$ cat src/rtl/reset_sequencer.sv
// Power-on / restart sequencer: synchronizes PLL lock and a bouncing push button,
// holds the SoC in reset for a fixed time and restarts it on lock loss, key press or watchdog expiry.
module reset_sequencer #(
    parameter int HOLD_CYCLES     = 32,
    parameter int DEBOUNCE_CYCLES = 16,
    parameter int WATCHDOG_CYCLES = 0
) (
    input  logic       clock,
    input  logic       reset,
    input  logic       pll_locked,
    input  logic       key_n,
    input  logic       wdt_kick,
    output logic       soc_reset,
    output logic       running,
    output logic [1:0] reset_cause,
    output logic [7:0] reset_count
);

    localparam logic [1:0] WAIT_LOCK = 2'd0;
    localparam logic [1:0] HOLD      = 2'd1;
    localparam logic [1:0] RUN       = 2'd2;

    localparam logic [1:0] CAUSE_LOCK = 2'b01;
    localparam logic [1:0] CAUSE_KEY  = 2'b10;
    localparam logic [1:0] CAUSE_WDT  = 2'b11;

    localparam logic [15:0] HOLD_LAST = 16'(HOLD_CYCLES - 1);
    localparam logic [15:0] DEB_LAST  = 16'(DEBOUNCE_CYCLES - 1);
    localparam logic [31:0] WDT_LAST  = 32'(WATCHDOG_CYCLES - 1);
    localparam bit          WDT_EN    = (WATCHDOG_CYCLES != 0);

    function automatic logic [7:0] sat_inc(input logic [7:0] v);
        return (v == 8'hFF) ? v : v + 8'd1;
    endfunction

    logic        lock_p0, lock_p1;
    logic        key_p0, key_p1;
    logic        key_pressed;
    logic [15:0] db_cnt;
    logic        key_accept;

    logic [1:0]  state, state_nx;
    logic [15:0] hold_cnt, hold_nx;
    logic [31:0] wdt_cnt, wdt_nx;
    logic [1:0]  cause_nx;
    logic [7:0]  count_nx;

    // stage p0/p1: two-flop synchronizers for the asynchronous inputs
    always_ff @(posedge clock or posedge reset) begin
        if (reset) begin
            lock_p0 <= 1'b0;
            lock_p1 <= 1'b0;
            key_p0  <= 1'b0;
            key_p1  <= 1'b0;
        end else begin
            lock_p0 <= pll_locked;
            lock_p1 <= lock_p0;
            key_p0  <= key_n;
            key_p1  <= key_p0;
        end
    end

    // Debounce: a sample equal to key_pressed is a vote for the opposite (pending) level.
    always_ff @(posedge clock or posedge reset) begin
        if (reset) begin
            key_pressed <= 1'b0;
            db_cnt      <= '0;
            key_accept  <= 1'b0;
        end else begin
            key_accept <= 1'b0;
            if (key_p1 != key_pressed) begin
                db_cnt <= '0;
            end else if (db_cnt == DEB_LAST) begin
                db_cnt      <= '0;
                key_pressed <= ~key_pressed;
                key_accept  <= ~key_pressed;
            end else begin
                db_cnt <= db_cnt + 16'd1;
            end
        end
    end

    always_comb begin
        state_nx = state;
        hold_nx  = hold_cnt;
        wdt_nx   = '0;
        cause_nx = reset_cause;
        count_nx = reset_count;
        case (state)
            WAIT_LOCK: begin
                if (lock_p1) begin
                    state_nx = HOLD;
                    hold_nx  = '0;
                end
            end
            HOLD: begin
                if (key_accept) begin
                    hold_nx = '0;
                end else if (hold_cnt == HOLD_LAST) begin
                    state_nx = RUN;
                    hold_nx  = '0;
                end else begin
                    hold_nx = hold_cnt + 16'd1;
                end
            end
            RUN: begin
                if (key_accept) begin
                    state_nx = HOLD;
                    hold_nx  = '0;
                    cause_nx = CAUSE_KEY;
                end else if (WDT_EN && !wdt_kick && wdt_cnt == WDT_LAST) begin
                    state_nx = HOLD;
                    hold_nx  = '0;
                    cause_nx = CAUSE_WDT;
                end else if (WDT_EN && !wdt_kick) begin
                    wdt_nx = wdt_cnt + 32'd1;
                end
            end
            default: begin
                state_nx = WAIT_LOCK;
                hold_nx  = '0;
            end
        endcase
        // Lock loss overrides every other event, from any state.
        if (!lock_p1) begin
            state_nx = WAIT_LOCK;
            hold_nx  = '0;
            wdt_nx   = '0;
            if (state == RUN) cause_nx = CAUSE_LOCK;
        end
        if (state == RUN && state_nx != RUN) count_nx = sat_inc(reset_count);
    end

    always_ff @(posedge clock or posedge reset) begin
        if (reset) begin
            state       <= WAIT_LOCK;
            hold_cnt    <= '0;
            wdt_cnt     <= '0;
            reset_cause <= 2'b00;
            reset_count <= 8'd0;
            soc_reset   <= 1'b1;
        end else begin
            state       <= state_nx;
            hold_cnt    <= hold_nx;
            wdt_cnt     <= wdt_nx;
            reset_cause <= cause_nx;
            reset_count <= count_nx;
            soc_reset   <= (state_nx != RUN);
        end
    end

    assign running = (state == RUN);

endmodule

$ cat config.mk
export PLATFORM = sky130hd
export DESIGN_NAME = reset_sequencer
export DESIGN_NICKNAME = d
export VERILOG_FILES = /design/src/rtl/reset_sequencer.sv
export SDC_FILE = /design/constraint.sdc
export NUM_CORES = 1
export LEC_CHECK = 0
export BUFFER_PORTS_ARGS = -buffer_cell sky130_fd_sc_hd__buf_2
export CAP_MARGIN = 40
export CORE_AREA = 2 2 94 96
export CTS_BUF_LIST = sky130_fd_sc_hd__clkbuf_16
export CTS_CLUSTER_SIZE = 16
export DETAILED_ROUTE_END_ITERATION = 6
export DIE_AREA = 0 0 96 98
export MAX_ROUTING_LAYER = met4
export PLACE_DENSITY = 0.47
export SLEW_MARGIN = 20
export SYNTH_ARGS = -nofsm -noshare
export SYNTH_HDL_FRONTEND = slang
export SYNTH_SLANG_ARGS = --single-unit
$ cat constraint.sdc
create_clock -name clock -period 2.5 [get_ports clock]
set_input_delay 0.375 -clock clock [delete_from_list [all_inputs] [get_ports clock]]
set_output_delay 0.375 -clock clock [all_outputs]
set_load 0.005 [all_outputs]
# Word level (Yosys, flattened, before mapping)
# Cells that the tools add are included.
classes:
  n_mul: 0
  bitwise: 3
  div_mod_pow: 0
  mux: 18
  order_cmp: 0
  n_shift: 0
  n_reduce_logical: 4
  eq_ne: 8
  addsub: 3
op_table:
  columns: ["cell", "n"]
  rows:
  - ["$mux W16", 6]
  - ["$add A16 B1 Y16 const B", 2]
  - ["$pmux W16 S2", 1]
  - ["$eq A16 B4 Y1 const B", 1]
  - ["$eq A16 B5 Y1 const B", 1]
  - ["$mux W2", 8]
  - ["$add A8 B1 Y8 const B", 1]
  - ["$eq A8 B8 Y1 const B", 1]
  - ["$pmux W2 S3", 1]
  - ["$reduce_and A2 Y1", 2]
  - ["$ne A3 B2 Y1 const B", 1]
  - ["$not A1 Y1", 3]
  - ["$eq A2 B1 Y1 const B", 1]
  - ["$eq A2 B2 Y1 const B", 1]
  - ["$logic_not A2 Y1", 1]
  - ["$mux W1", 2]
  - ["$ne A2 B2 Y1 const B", 1]
  - ["$logic_and A1 B1 Y1", 1]
  - ["$ne A1 B1 Y1", 1]
totals:
  elab_cells: 48
  ram_bits: 0
  mem_bits_ro: 0
  latch_bits: 0
  n_memories: 0
  ff_bits: 51

# Depth between registers and ports, before layout
logic_depth:
  ltp_word: 8
  ltp_mapped: 7

# Worst setup path before layout
# Ideal clock, no wire load.
synth_timing:
  path_kind: "reg2reg"
  from: "register hold_cnt[9]"
  to: "register hold_cnt[1]"
  required_time_ps: 2379
  stages_incl_launch_ff: 6
  arrival_time_ps: 1896
  setup_slack_ps: 483
  setup_ps: 121
  path_cell_list: "dfrtp_1 > buf_6 > or4_4 > o41a_1 > buf_6 > a22o_1"
synth_via:
  elab_chain_cells: 5
synth_rtl:
  columns: ["item", "line", "rtl"]
  rows:
  - ["start: declaration", "43", "logic [15:0] hold_cnt, hold_nx;"]
  - ["start signal: assignment", "144", "hold_cnt <= hold_nx;"]
  - ["$eq A16 B5 Y1", "99", "end else if (hold_cnt == HOLD_LAST) begin"]
  - ["$mux W16", "99", null]
  - ["$mux W16", "97", "if (key_accept) begin"]
  - ["$pmux W16 S2", "89", "case (state)"]
  - ["$mux W16", "125", "if (!lock_p1) begin"]
# No other way between the ends.
# A chain may end at the register's enable or synchronous reset.

# Final worst setup path
layout_timing:
  from: "register hold_cnt[9]"
  to: "register hold_cnt[3]"
# Same word-level chain as after synthesis.

==> metrics.md <==
| Metric | Value |
|---|---|
| DR top layer | `met4` |
| P_leak | `1.26 nW` |
| Max clock buf depth | `2` |
| CP Capture Type | `flop` |
| Largest net degree at the start of global routing | `30` |
| Vias/cell | `5.01` |
| Finish-stage setup viols | `0` |
| Die width | `96 um` |
| Avg Cell Area, Syn | `10.2 um2` |
| Post-synthesis async set-or-reset flop share | `1.00` |
| Dominant cell type by area after synthesis | `dfrtp_1` |
| Post-route ant nets | `0` |
| Worst reg2reg startpoint | `hold_cnt[9]$_DFFE_PP0P_` |
| Tot Pwr | `1.68 mW` |
| Number of distinct library cells after synthesis | `39` |
| Initial antenna violation count | `0` |
| Critical Path AT | `2.42 ns` |
| Share of the synthesized area in the top cell type | `0.513` |
| Register area share after synthesis | `0.524` |
| Relative slew slack | `0.521` |
| Status | `finished clean` |
| Max-slew violations | `0` |
| Vias in the first global route | `1699` |
| Die Y | `98 um` |
| Final hold viol count | `0` |
| RSZ-0062 raised after global routing | `false` |
| Row Count | `34` |
| Post-DP HPWL | `3.36 mm` |
| Crit path kind | `reg2reg` |
| Post-CTS Setup Repair Bufs | `0` |
| Worst reg2reg path depth | `4` |
| First-pass detailed-route iteration total | `4` |
| Synth area leaders | `dfrtp_1 51%, xor2_1 4.7%, nand3_1 3.5%` |
| Clock Sinks | `51` |
| Max rail drop VDD | `263 uV` |
| Skew final | `0.00358 ns` |
| Clk root buf | `clkbuf_16` |
| Number of synthesized flops with an enable pin | `0` |
| Max Clk Rate | `446 MHz` |
| Actual slew at the worst max-slew pin | `0.719 ns` |
| DRT iter0 DRCs | `90` |
| Max Cap Violations | `0` |
| Core footprint | `0.00847 mm2` |
| Wl on met1 | `2.43 mm` |
| Final hold slack | `0.149 ns` |
| CTS tree | `yes` |
| Fin nets | `264` |
| Met2 WL | `2.20 mm` |
| Wire per inst | `13.2 um` |
| Worst Setup SP | `hold_cnt[9]$_DFFE_PP0P_` |
| Num CTS Buffers | `5` |
| Worst Path Required | `2.68 ns` |
| Sum Neg Setup Slack | `0 ns` |
| Worst R2R End | `hold_cnt[3]$_DFFE_PP0P_` |
| H-tree depth | `2` |
| Mapped Nets | `247` |
| P&R area growth vs syn | `15.0%` |
| Clock latency on the worst-skew pair | `0.29 ns` |
| CTS Hold Bufs | `0` |
| Worst Hold Class | `in2async` |
| Crit-path max FO | `16` |
| Clock-pin slew on the worst setup and hold paths | `0.07 ns` |
| Ys flop type | `dfrtp_1` |
| DRC | `0` |
| Final Wtd Congestion | `0.716` |
| Final min period | `2.24 ns` |
| PortBufs | `15` |
| Post_cts resized | `0` |
| Congestion Overflow GR | `0` |
| Core Util, Final | `0.331` |
| Synth warnings | `0` |
| I/O pins | `17` |
| Post-route clock period utilization | `0.896` |
| Setup slack, reg-to-reg | `0.26 ns` |
| First-pass GRT wire length | `8.36 mm` |
| Critical path startpoint category | `flop` |
| Syn Std Cell Area | `0.00244 mm2` |
| Power density over the cells | `600 mW/mm2` |
| Routed wire length | `4.83 mm` |
| DR vias | `1828` |
| Met3 WL | `128 um` |
| Initial Util | `0.288` |
| Yosys reg bits | `51` |
| GRT Util Overall | `0.116` |
| Cells after Synth | `239` |
| ANT cells | `0` |
| Die area | `0.00941 mm2` |
| Layout cell share with drive strength beyond 1 | `0.132` |
## state kept, by name (all words and copies together), names as in the netlist, named ones only
name,count
key_p1,1
key_pressed,1
soc_reset,1
db_cnt,16
key_accept,1
key_p0,1
lock_p1,1
reset_count,8
state,2
lock_p0,1
hold_cnt,16
## per-stage QoR
stage	instance area (um2)	std cells	setup slack, ns
global route	2810	365	0.169
floorplan	2440	239	0.483
finish	2810	365	0.260
detailed placement	2640	357	0.279
global placement	2640	357	0.291
CTS	2810	365	0.268
## worst max-delay path by stage
stage / end / depth (start not counted)
floorplan: hold_cnt[1]$_DFFE_PP0P_ / 5
global placement: hold_cnt[3]$_DFFE_PP0P_ / 4
detailed placement: hold_cnt[3]$_DFFE_PP0P_ / 4
CTS: hold_cnt[3]$_DFFE_PP0P_ / 4
global route: hold_cnt[9]$_DFFE_PP0P_ / 4
finish: hold_cnt[3]$_DFFE_PP0P_ / 4
## synthesized netlist by cell type, drive strengths merged, types with 6 or more instances
cell    count
dfrtp      50
nand2      17
nand3      17
nor2       17
a21oi      14
xor2       13
nand4      11
o21ai      10
clkbuf      7
inv         7
nor3        7
or4         7
a31oi       6
and4        6
## kinds of logic (layout without fill, tap and decap cells)
family | count (synthesis) | in the layout | synth area share
buf+inv | 16 | 34 | 0.0308
simple gates | 101 | 101 | 0.230
compound gates | 47 | 47 | 0.122
flops | 51 | 51 | 0.524
xor+xnor | 18 | 18 | 0.0646
mux | 3 | 3 | 0.0128
fa+ha+maj | 3 | 3 | 0.0154
## power breakdown
group | internal (mW) | total [mW] | switching [mW]
Clock | 0.473 | 0.783 | 0.310
Sequential | 0.836 | 0.848 | 0.0119
Combinational | 0.0169 | 0.0516 | 0.0347
## cell usage in the layout (no fill, tap or decap), types with 3 or more instances in the layout
| cell | synthesis | routed |
|---|---|---|
| a21o_1 | 4 | 4 |
| a21oi_1 | 14 | 14 |
| a22o_1 | 4 | 4 |
| a31oi_1 | 6 | 6 |
| and3_1 | 4 | 4 |
| and4_1 | 6 | 6 |
| buf_2 | 0 | 15 |
| buf_4 | 0 | 4 |
| clkbuf_16 | 0 | 5 |
| dfrtp_1 | 50 | 50 |
| ha_1 | 3 | 3 |
| inv_1 | 7 | 6 |
| nand2_1 | 17 | 17 |
| nand3_1 | 17 | 17 |
| nand4_1 | 11 | 11 |
| nor2_1 | 16 | 16 |
| nor3_1 | 7 | 7 |
| nor4_1 | 4 | 4 |
| o21ai_0 | 10 | 10 |
| o31ai_1 | 4 | 4 |
| or3_1 | 5 | 5 |
| or4_1 | 6 | 6 |
| xnor2_1 | 5 | 5 |
| xor2_1 | 13 | 13 |
## layout make-up
type                    instances  area [um2]
multi-input cells             172        1090
fillers                       873        5660
flip-flops and latches         51        1280
well taps                     108         135
repair buffers                 19         105
inverters                       7        26.3
clock inverters                 3        43.8
clock buffers                   5         125
## critical path: stages (launching register included)
cell and delay, ns:
dfrtp_1 0.46, or4_4 0.58, o41a_1 0.68, a21o_1 0.25, a22o_1 0.17
## metal layers
| layer | global-route usage | vias to the layer above |
|---|---|---|
| met5 | - | - |
| met4 | 0.0396 | 0 |
| met3 | 0.0262 | 7 |
| met2 | 0.163 | 16 |
| met1 | 0.163 | 889 |
| li1 | - | 916 |
(Power assumes the default switching activity.)
